`config.mk`:
```
export PLATFORM = sky130hd
export DESIGN_NAME = seg_scan_ctrl
export DESIGN_NICKNAME = d
export VERILOG_FILES = /design/src/rtl/seg_scan_ctrl.sv
export SDC_FILE = /design/constraint.sdc
export NUM_CORES = 1
export LEC_CHECK = 0
export ABC_AREA = 1
export CAP_MARGIN = 25
export CELL_PAD_IN_SITES_DETAIL_PLACEMENT = 1
export CELL_PAD_IN_SITES_GLOBAL_PLACEMENT = 2
export CORE_MARGIN = 4
export CORE_UTILIZATION = 25
export CTS_BUF_LIST = sky130_fd_sc_hd__clkbuf_16
export DETAILED_ROUTE_END_ITERATION = 6
export GPL_ROUTABILITY_DRIVEN = 0
export GPL_TIMING_DRIVEN = 0
export HOLD_SLACK_MARGIN = 0.15
export PLACE_DENSITY_LB_ADDON = 0.1
export SLEW_MARGIN = 0
export SYNTH_ARGS = -nofsm -noshare
export SYNTH_HDL_FRONTEND = slang
export SYNTH_SLANG_ARGS = --single-unit
```
`constraint.sdc`:
```
create_clock -name clk -period 1.7 [get_ports clk]
set_input_delay 0.255 -clock clk [delete_from_list [all_inputs] [get_ports clk]]
set_output_delay 0.255 -clock clk [all_outputs]
set_load 0.005 [all_outputs]
```
`src/rtl/seg_scan_ctrl.sv`:
```
// seg_scan_ctrl
//   Time-multiplexing scheduler for a shared 4-digit 7-segment display.
//   Each digit gets a fixed slot of REFRESH_DIV cycles. The first BLANK_CYCLES
//   cycles keep every anode off so the previous digit cannot ghost. After that
//   the digit is shown for the rest of the slot. The digit's inputs are sampled
//   once per slot, on the edge that enters the show phase. Leading zeros can be
//   suppressed, and all pin outputs come straight from registers.
//
// Ports
//   clk         in   1   system clock
//   rst         in   1   synchronous, active-high reset
//   digit_val   in  16   {d3,d2,d1,d0}; d3 is the leftmost digit
//   digit_en    in   4   per-digit enable (0 = dark for the whole slot)
//   dp_in       in   4   per-digit decimal point request, active-high
//   lz_blank    in   1   1 = suppress leading zeros
//   an          out  4   anodes, active-low; an[i] selects digit i
//   seg         out  7   {a,b,c,d,e,f,g}, active-low
//   dp          out  1   decimal point, active-low
//   scan_idx    out  2   index of the current slot
//   frame_done  out  1   one-cycle pulse after slot 3 ends
module seg_scan_ctrl #(
    parameter int REFRESH_DIV  = 100_000,
    parameter int BLANK_CYCLES = 1_000
) (
    input  logic        clk,
    input  logic        rst,
    input  logic [15:0] digit_val,
    input  logic [3:0]  digit_en,
    input  logic [3:0]  dp_in,
    input  logic        lz_blank,
    output logic [3:0]  an,
    output logic [6:0]  seg,
    output logic        dp,
    output logic [1:0]  scan_idx,
    output logic        frame_done
);

    localparam int CNT_W = $clog2(REFRESH_DIV);
    localparam logic [CNT_W-1:0] CNT_LAST   = CNT_W'(REFRESH_DIV - 1);
    localparam logic [CNT_W-1:0] BLANK_LAST = CNT_W'(BLANK_CYCLES - 1);

    typedef enum logic {
        ST_BLANK = 1'b0,
        ST_SHOW  = 1'b1
    } state_t;

    state_t           state_reg, state_next;
    logic [CNT_W-1:0] cnt_reg, cnt_next;
    logic [1:0]       scan_reg, scan_next;
    logic [3:0]       an_reg, an_next;
    logic [6:0]       seg_reg, seg_next;
    logic             dp_reg, dp_next;
    logic             frame_reg, frame_next;

    // Active-low abcdefg patterns; values above 9 show a dash.
    function automatic logic [6:0] seg_decode(input logic [3:0] v);
        logic [6:0] p;
        case (v)
            4'd0:    p = 7'b0000001;
            4'd1:    p = 7'b1001111;
            4'd2:    p = 7'b0010010;
            4'd3:    p = 7'b0000110;
            4'd4:    p = 7'b1001100;
            4'd5:    p = 7'b0100100;
            4'd6:    p = 7'b0100000;
            4'd7:    p = 7'b0001111;
            4'd8:    p = 7'b0000000;
            4'd9:    p = 7'b0000100;
            default: p = 7'b1111110;
        endcase
        return p;
    endfunction

    // upper_zero[i] is set when every nibble from d3 down to di is zero,
    // i.e. digit i would be a leading zero.
    logic [3:0] nib_zero;
    logic [3:0] upper_zero;

    genvar gi;
    generate
        for (gi = 0; gi < 4; gi++) begin : g_nib
            assign nib_zero[gi]   = (digit_val[4*gi +: 4] == 4'h0);
            assign upper_zero[gi] = &nib_zero[3:gi];
        end
    endgenerate

    logic [3:0] cur_nib;
    logic       lz_hit;
    logic       lit;

    assign cur_nib = digit_val[{scan_reg, 2'b00} +: 4];
    // Digit 0 is never suppressed so an all-zero value still shows "0".
    assign lz_hit  = lz_blank && (scan_reg != 2'd0) && upper_zero[scan_reg];
    assign lit     = digit_en[scan_reg] && !lz_hit;

    always_ff @(posedge clk) begin
        if (rst) begin
            state_reg <= ST_BLANK;
            cnt_reg   <= '0;
            scan_reg  <= 2'd0;
            an_reg    <= 4'b1111;
            seg_reg   <= 7'h7F;
            dp_reg    <= 1'b1;
            frame_reg <= 1'b0;
        end else begin
            state_reg <= state_next;
            cnt_reg   <= cnt_next;
            scan_reg  <= scan_next;
            an_reg    <= an_next;
            seg_reg   <= seg_next;
            dp_reg    <= dp_next;
            frame_reg <= frame_next;
        end
    end

    always_comb begin
        state_next = state_reg;
        cnt_next   = cnt_reg + 1'b1;
        scan_next  = scan_reg;
        an_next    = an_reg;
        seg_next   = seg_reg;
        dp_next    = dp_reg;
        frame_next = 1'b0;

        case (state_reg)
            ST_BLANK: begin
                if (cnt_reg == BLANK_LAST) begin
                    // Sample this slot's digit once; it is held for the whole show phase.
                    state_next = ST_SHOW;
                    if (lit) begin
                        an_next  = ~(4'b0001 << scan_reg);
                        seg_next = seg_decode(cur_nib);
                        dp_next  = ~dp_in[scan_reg];
                    end else begin
                        an_next  = 4'b1111;
                        seg_next = 7'h7F;
                        dp_next  = 1'b1;
                    end
                end
            end
            ST_SHOW: begin
                if (cnt_reg == CNT_LAST) begin
                    state_next = ST_BLANK;
                    cnt_next   = '0;
                    an_next    = 4'b1111;
                    seg_next   = 7'h7F;
                    dp_next    = 1'b1;
                    scan_next  = scan_reg + 2'd1;
                    frame_next = (scan_reg == 2'd3);
                end
            end
            default: begin
                state_next = ST_BLANK;
                cnt_next   = '0;
            end
        endcase
    end

    assign an         = an_reg;
    assign seg        = seg_reg;
    assign dp         = dp_reg;
    assign scan_idx   = scan_reg;
    assign frame_done = frame_reg;

endmodule
```
==> results of run 1 <==
## repair_timing
item	CTS	global route
buffers inserted	11	12
resized for setup	17	60
pin swaps	10	23
setup endpoints to repair	24	26
cloned	0	1
## worst min path at each step
stage / startpoint / end / slack, ns
floorplan: cnt_reg[0] / cnt_reg[0] / 0.41
global placement: cnt_reg[0] / cnt_reg[0] / 0.43
detailed placement: cnt_reg[0] / cnt_reg[0] / 0.44
CTS: rst / cnt_reg[4] / 0.42
global route: cnt_reg[0] / cnt_reg[0] / 0.43
finish: rst / cnt_reg[4] / 0.39
## cells in the mapped netlist (all sizes together)
cell type  count
nand3b         3
nor3           8
xor2           8
nand2        106
clkbuf         1
o22ai          1
and3           2
ha            11
buf            9
nor2          44
nor4           1
nand4          3
inv           41
clkinv         2
dfxtp         33
o21a           2
o21ai         10
a21oi         11
nand3         37
and2           1
## worst max-delay path, delay by kind of cell, from the launching register on
family                     cells  cell delay, ns
and+or+nand+nor                7            0.63
adders and majority gates      1            0.18
AOI/OAI and AO/OA              2            0.20
DFF                            1            0.37
buffers and inverters          1            0.14
## per-layer routing
metal | wire length [um] | vias up | track usage
met1 | 3040 | 1063 | 0.161
li1 | - | 1184 | -
met5 | 0 | - | 0
met4 | 148 | 0 | 0.0593
met3 | 153 | 8 | 0.0200
met2 | 3670 | 28 | 0.255
## logic make-up (layout without fill, tap and decap cells)
family	after synthesis	count (layout)	share of synthesized area
AO/OA/AOI/OAI	24	24	0.0645
AND/OR/NAND/NOR	205	205	0.418
adder cells (fa/ha/maj)	11	11	0.0628
XOR/XNOR	8	8	0.0354
flip-flops	33	33	0.301
buffers and inverters	53	123	0.118
## power groups by stage
stage,registers (mW),logic (mW),clock network [mW]
final,0.780,0.221,1.02
after global routing,0.781,0.245,1.10
after CTS,0.779,0.191,1.05
after detailed placement,0.800,0.180,0
after global placement,0.800,0.178,0
after floorplan,0.799,0.0892,0
## cell type report
class / count / area, um^2
repair buffers: 64 / 609
flip-flops and latches: 33 / 673
clock inverters: 3 / 37.5
inverters: 43 / 185
multi-input cells: 248 / 1470
clock buffers: 5 / 125
fillers: 1056 / 5070
well taps: 105 / 131
plain buffers: 8 / 88.8
## through the flow
step | hold slack (ns) | setup TNS [ns]
2_1_floorplan | 0.413 | 0
3_5_place_dp | 0.442 | -5.64
6_report | 0.394 | 0
5_1_grt | 0.435 | -0.0589
3_3_place_gp | 0.430 | -5.70
4_1_cts | 0.423 | -0.167
==> metrics.md, run 1 <==
| Metric | Value |
|---|---|
| Status | `finished, final reports clean` |
| Leak | `between 1.5 and 2 nW` |
| R2r startpoint | `scan_idx[0]` |
| Post-route DRC | `0` |
| Total net switching power | `between 0.4 and 0.5 mW` |
| Initial Utilization | `0.262` |
| Peak Freq | `between 600 and 700 MHz` |
| CP endpoint kind | `flop` |
| Register share of total power | `0.386` |
| RR Endpoint | `seg[0]` |
| Hold Buf Count CTS | `0` |
| DR WL/cell | `between 10 and 15 um` |
| Post-synthesis instance total | `334` |
| Clk root buf | `clkbuf_16` |
| H-tree depth | `2` |
| Synth cell types | `33` |
| Dpl cell area | `between 0.002 and 0.003 mm^2` |
| Vias per cell | `between 4 and 5` |
| Core Util, Final | `0.396` |
| Vias in the first global route | `between 2000 and 2500` |
| CP Max Fanout | `7` |
| Combinational power share | `0.109` |
| Mapped Avg Cell Area | `6.56 um^2` |
| DRT iter0 DRCs | `50` |
| IO Pins | `42` |
| Max VDD drop | `0.348 mV` |
| Chip Height | `102 um` |
| Pre-antenna DRT Iters | `4` |
| Cell Pwr Density | `a little over 600 mW/mm^2` |
| Vias post-DR | `2283` |
| Commonest non-fill, non-tap cell in the layout | `nand2_1` |
| Slowest CP cell | `dfxtp_4` |
| Worst-Margin Slew | `about 0.5 ns` |
| Final Power | `roughly 2.0 mW` |
| Die X | `between 100 and 150 um` |
| Critical Path RT | `~1.9 ns` |
| Synth top area share | `0.301` |
| Tot GR Track Use | `0.139` |
| Highest-count cells in the layout ignoring fill and taps | `nand2_1 (85), clkdlybuf4s50_1 (40), inv_1 (37)` |
| GRT overflow | `0` |
| Ratio of cells with drive above 1 in the final layout | `0.250` |
| Setup ws final | `slightly above 0.07 ns` |
| Rows | `33` |
| Switch share | `0.223` |
| Worst Setup EP | `seg[0]` |
| Ranking of synthesized cells by area | `dfxtp_1 (30%), nand2_1 (17%), nand3_1 (7.5%), nor2_1 (7.0%), inv_1 (6.8%)` |
| Maximum number of pins on one net before global-route repair | `11` |
| Post-Syn Nets | `372` |
| Worst hold path depth | `2` |
| Max cap viols | `0` |
| CTS sink count | `33` |
| Cell Chain, Critical Path | `buf_8 > nand2_4 > o21ai_4 > nand2_2 > nand2_4 > ha_2 > nand3b_1 > nand2_1 > nor2_2 > o21ai_1 > nand2_1` |
| Clock power share | `0.505` |
| Slowest cell delay on critical path | `0.37 ns` |
| Worst setup path class | `reg2reg` |
| Post-Route WL | `~7000 um` |
| Die ar. | `a little over 0.01 mm^2` |
| I/O Buffers | `40` |
| R2R depth | `11` |
| Detailed Place HPWL | `roughly 5200 um` |
| Initial antenna violation count | `0` |
| Startpoint types | `flop` |
| Fin cells | `approximately 510` |
| Final instance area | `0.00332 mm^2` |
| R2R setup slack | `0.07 ns` |
| Hold Crit Class | `in2reg` |
| Internal Power | `~1.6 mW` |
| Syn. warnings | `0` |
| Netlist Area Pre-Place | `about 0.0022 mm^2` |
| Post-synthesis sequential area ratio | `0.301` |
| Placed Instances | `between 400 and 500` |
| Final Hold Fails | `0` |
| CTS tree | `done` |
| Period utilization | `0.958` |
| Clk_skew | `roughly 0.0074 ns` |
| Place WS | `-0.477 ns` |
| WP data arrival | `about 1.8 ns` |
| Max clock buf depth | `2` |
| Clock slew at reported path FFs | `around 0.05 ns` |
| Yosys top cell by area | `dfxtp_1` |
| Area of the core | `roughly 0.0084 mm^2` |
| Max reg flops | `17` |
| Antenna Nets Post-Route | `0` |
| Global-route wire length before repair | `between 10000 and 15000 um` |
| Final Net Count | `approximately 440` |
| Yosys reg bits | `33` |
| Inserted Diodes | `0` |
| RSZ-0062 raised after global routing | `yes` |
| Fin. max-slew vios | `0` |
| Setup violators final | `0` |
| Tmin final | `between 1.5 and 2 ns` |
| TritonCTS Buffers | `5` |
| Worst-skew pair later-pin latency | `between 0.2 and 0.3 ns` |
| Synthesis-to-layout area growth | `51.3%` |
| Slew HR | `0.668` |
| Setup crit start | `scan_idx[0]` |
Power figures use the tool's default switching activity.
==> inputs of run 2 (changes only) <==
--- a/config.mk
+++ b/config.mk
@@ -12,6 +12,7 @@
 export CORE_MARGIN = 4
 export CORE_UTILIZATION = 25
 export CTS_BUF_LIST = sky130_fd_sc_hd__clkbuf_16
+export CTS_CLUSTER_SIZE = 24
 export DETAILED_ROUTE_END_ITERATION = 6
 export GPL_ROUTABILITY_DRIVEN = 0
 export GPL_TIMING_DRIVEN = 0
==> results of run 2 <==
Same layout as run 1: the final DEF is identical, and so are final timing and power.
==> inputs of run 3 (changes only) <==
==> constraint.sdc (replaced) <==
create_clock -name clk -period 1.4 [get_ports clk]
set_input_delay 0.21 -clock clk [delete_from_list [all_inputs] [get_ports clk]]
set_output_delay 0.21 -clock clk [all_outputs]
set_load 0.005 [all_outputs]
==> run 3 against run 2 <==
Compared with the run above:
- the run now ends with negative setup slack left
- critical path type unchanged
- utilization rose by 5.0 points
- critical endpoint unchanged
- worst setup slack got worse by 0.35 ns
- die area did not move
- cell count rose by 3.1%
- first-iteration DRC count fell by 38%
- highest routed layer unchanged
- hold slack got worse by 0.034 ns
==> metrics.md, run 3 (synthesized netlist as in run 1, its figures left out) <==
| Metric | Value |
|---|---|
| GRT overflow | `0 (unchanged)` |
| Ratio of cells with drive above 1 in the final layout | `0.357 (+0.107)` |
| H-tree depth | `2 (unchanged)` |
| Clk_skew | `0.00240 ns (-0.00500 ns)` |
| Area of the core | `0.00838 mm^2 (unchanged)` |
| DRT iter0 DRCs | `31 (-38%)` |
| CTS tree | `done` |
| Fin. max-slew vios | `0 (unchanged)` |
| Worst setup path class | `reg2reg` |
| Inserted Diodes | `0 (unchanged)` |
| Post-Route WL | `7880 um (+12%)` |
| Leak | `1.64 nW (+8.6%)` |
| Global-route wire length before repair | `12600 um (+11%)` |
| Period utilization | `1.20 (+0.241)` |
| Cell Pwr Density | `631 mW/mm^2 (+3.5%)` |
| Antenna Nets Post-Route | `0 (unchanged)` |
| Peak Freq | `596 MHz (-3.0%)` |
| Max VDD drop | `0.410 mV (+18%)` |
| Clk root buf | `clkbuf_16` |
| Worst hold path depth | `2 (unchanged)` |
| CP Max Fanout | `6 (-1)` |
| Rows | `33 (unchanged)` |
| Max reg flops | `17 (unchanged)` |
| I/O Buffers | `40 (unchanged)` |
| Hold Buf Count CTS | `0 (unchanged)` |
| Tmin final | `1.68 ns (+0.0502 ns)` |
| Setup violators final | `27 (+27)` |
| Max cap viols | `0 (unchanged)` |
| RSZ-0062 raised after global routing | `yes` |
| Worst-Margin Slew | `0.513 ns (+0.0155 ns)` |
| Critical Path RT | `1.57 ns (-0.29 ns)` |
| Failing checks | `negative setup slack` |
| Tot GR Track Use | `0.155 (+0.0159)` |
| Synthesis-to-layout area growth | `70.4%` |
| WP depth | `12 (+1)` |
| Die ar. | `0.0103 mm^2 (unchanged)` |
| Slowest cell delay on critical path | `0.42 ns (+0.05 ns)` |
| Slowest CP cell | `dfxtp_4` |
| Worst-skew pair later-pin latency | `0.28 ns (about the same)` |
| Highest-count cells in the layout ignoring fill and taps | `nand2_1 (79), clkdlybuf4s50_1 (38), inv_1 (36)` |
| Vias post-DR | `2415 (+5.8%)` |
| Pre-antenna DRT Iters | `4 (unchanged)` |
| Final Hold Fails | `0 (unchanged)` |
| Slew HR | `0.658 (-0.0103)` |
| Die X | `102 um (unchanged)` |
| Startpoint types | `flop` |
| Chip Height | `102 um (unchanged)` |
| Final Power | `2.36 mW (+17%)` |
| Max clock buf depth | `2 (unchanged)` |
| Detailed Place HPWL | `5190 um (+0.35%)` |
| CTS sink count | `33 (unchanged)` |
| IO Pins | `42 (unchanged)` |
| Worst path buffer plus inverter count | `3 (+2)` |
| Setup ws final | `-0.279 ns (-0.350 ns)` |
| Initial Utilization | `0.262 (unchanged)` |
| Core Util, Final | `0.446 (+0.0502)` |
| WP data arrival | `1.85 ns (+0.06 ns)` |
| Filler instances | `1033 (-2.2%)` |
| Initial antenna violation count | `0 (unchanged)` |
| Vias per cell | `4.60 (+2.6%)` |
| R2R depth | `12 (+1)` |
| DR WL/cell | `15.0 um (+9.0%)` |
| Post-route DRC | `0 (unchanged)` |
| Final Net Count | `457 (+3.6%)` |
| Clock slew at reported path FFs | `0.06 ns (about the same)` |
| CP endpoint kind | `flop` |
| Hold Crit Class | `in2reg` |
| Cell Chain, Critical Path | `inv_4 > buf_8 > nand2_4 > nand3_4 > nand2_4 > inv_4 > ha_4 > nand3b_1 > nand2_2 > nor2_2 > o21ai_1 > nand2_1` |
| Maximum number of pins on one net before global-route repair | `12 (+1)` |
| Status | `finished, violations left` |
| Commonest non-fill, non-tap cell in the layout | `nand2_1` |
| Critical path's top delay family | `simple AND/OR/NAND/NOR gates` |
| Vias in the first global route | `2559 (+5.3%)` |
| Fin cells | `525 (+3.1%)` |
| TritonCTS Buffers | `5 (unchanged)` |
| Placed Instances | `479 (unchanged)` |
## run 3: path summary, 6_finish.rpt
kind	start	to	slack, ns
setup / recovery	scan_idx[0]	seg[0]	-0.28
setup reg to reg	scan_idx[0]	seg[0]	-0.28
hold / removal	rst	scan_idx[0]	0.36
hold reg to reg	cnt_reg[0]	cnt_reg[0]	0.44
## run 3: where the power goes
| part | switching [mW] | leakage (nW) | internal [mW] |
|---|---|---|---|
| logic | 0.159 | 1.30 | 0.164 |
| registers | 0.00802 | 0.273 | 0.937 |
| clock network | 0.437 | 0.0696 | 0.652 |
| total | 0.604 | 1.64 | 1.75 |
## run 3: worst register-to-register path: cells and delay by family (launching register included)
kind / cells / cell delay (ns)
AO/OA/AOI/OAI: 1 / 0.12
adder cells (fa/ha/maj): 1 / 0.14
buffers and inverters: 3 / 0.24
flip-flops: 1 / 0.42
AND/OR/NAND/NOR: 7 / 0.66
## run 3: metal layers
metal / wire [um] / vias up / track usage
li1: - / 1222 / -
met1: 3210 / 1170 / 0.173
met2: 4500 / 19 / 0.302
met3: 118 / 4 / 0.0289
met4: 48 / 0 / 0.0348
met5: 0 / - / 0
## run 3: timing repair
| action | CTS | global route |
|---|---|---|
| gates resized for setup | 61 | 75 |
| endpoints found under the setup margin | 29 | 29 |
| gates cloned | 3 | 2 |
| pin swaps | 16 | 26 |
| buffers inserted | 27 | 7 |
## run 3: layout make-up
class	instances	area, um^2	share of cell area
multi-input cells	248	1700	0.454
inverters	43	181	0.0486
repair buffers	79	790	0.211
clock inverters	3	17.5	0.00469
flip-flops and latches	33	687	0.184
well taps	105	131	0.0352
clock buffers	5	125	0.0335
plain buffers	9	106	0.0285
## run 3: metrics by stage
step	hold slack [ns]	TNS, ns	cell area, um^2	worst slack (ns)
after floorplan	0.393	-1.60	2210	-0.212
after global placement	0.410	-9.41	2740	-0.475
after detailed placement	0.422	-9.63	2740	-0.490
after CTS	0.362	-4.74	3390	-0.322
after global routing	0.387	-6.38	3740	-0.379
final	0.360	-3.78	3740	-0.279
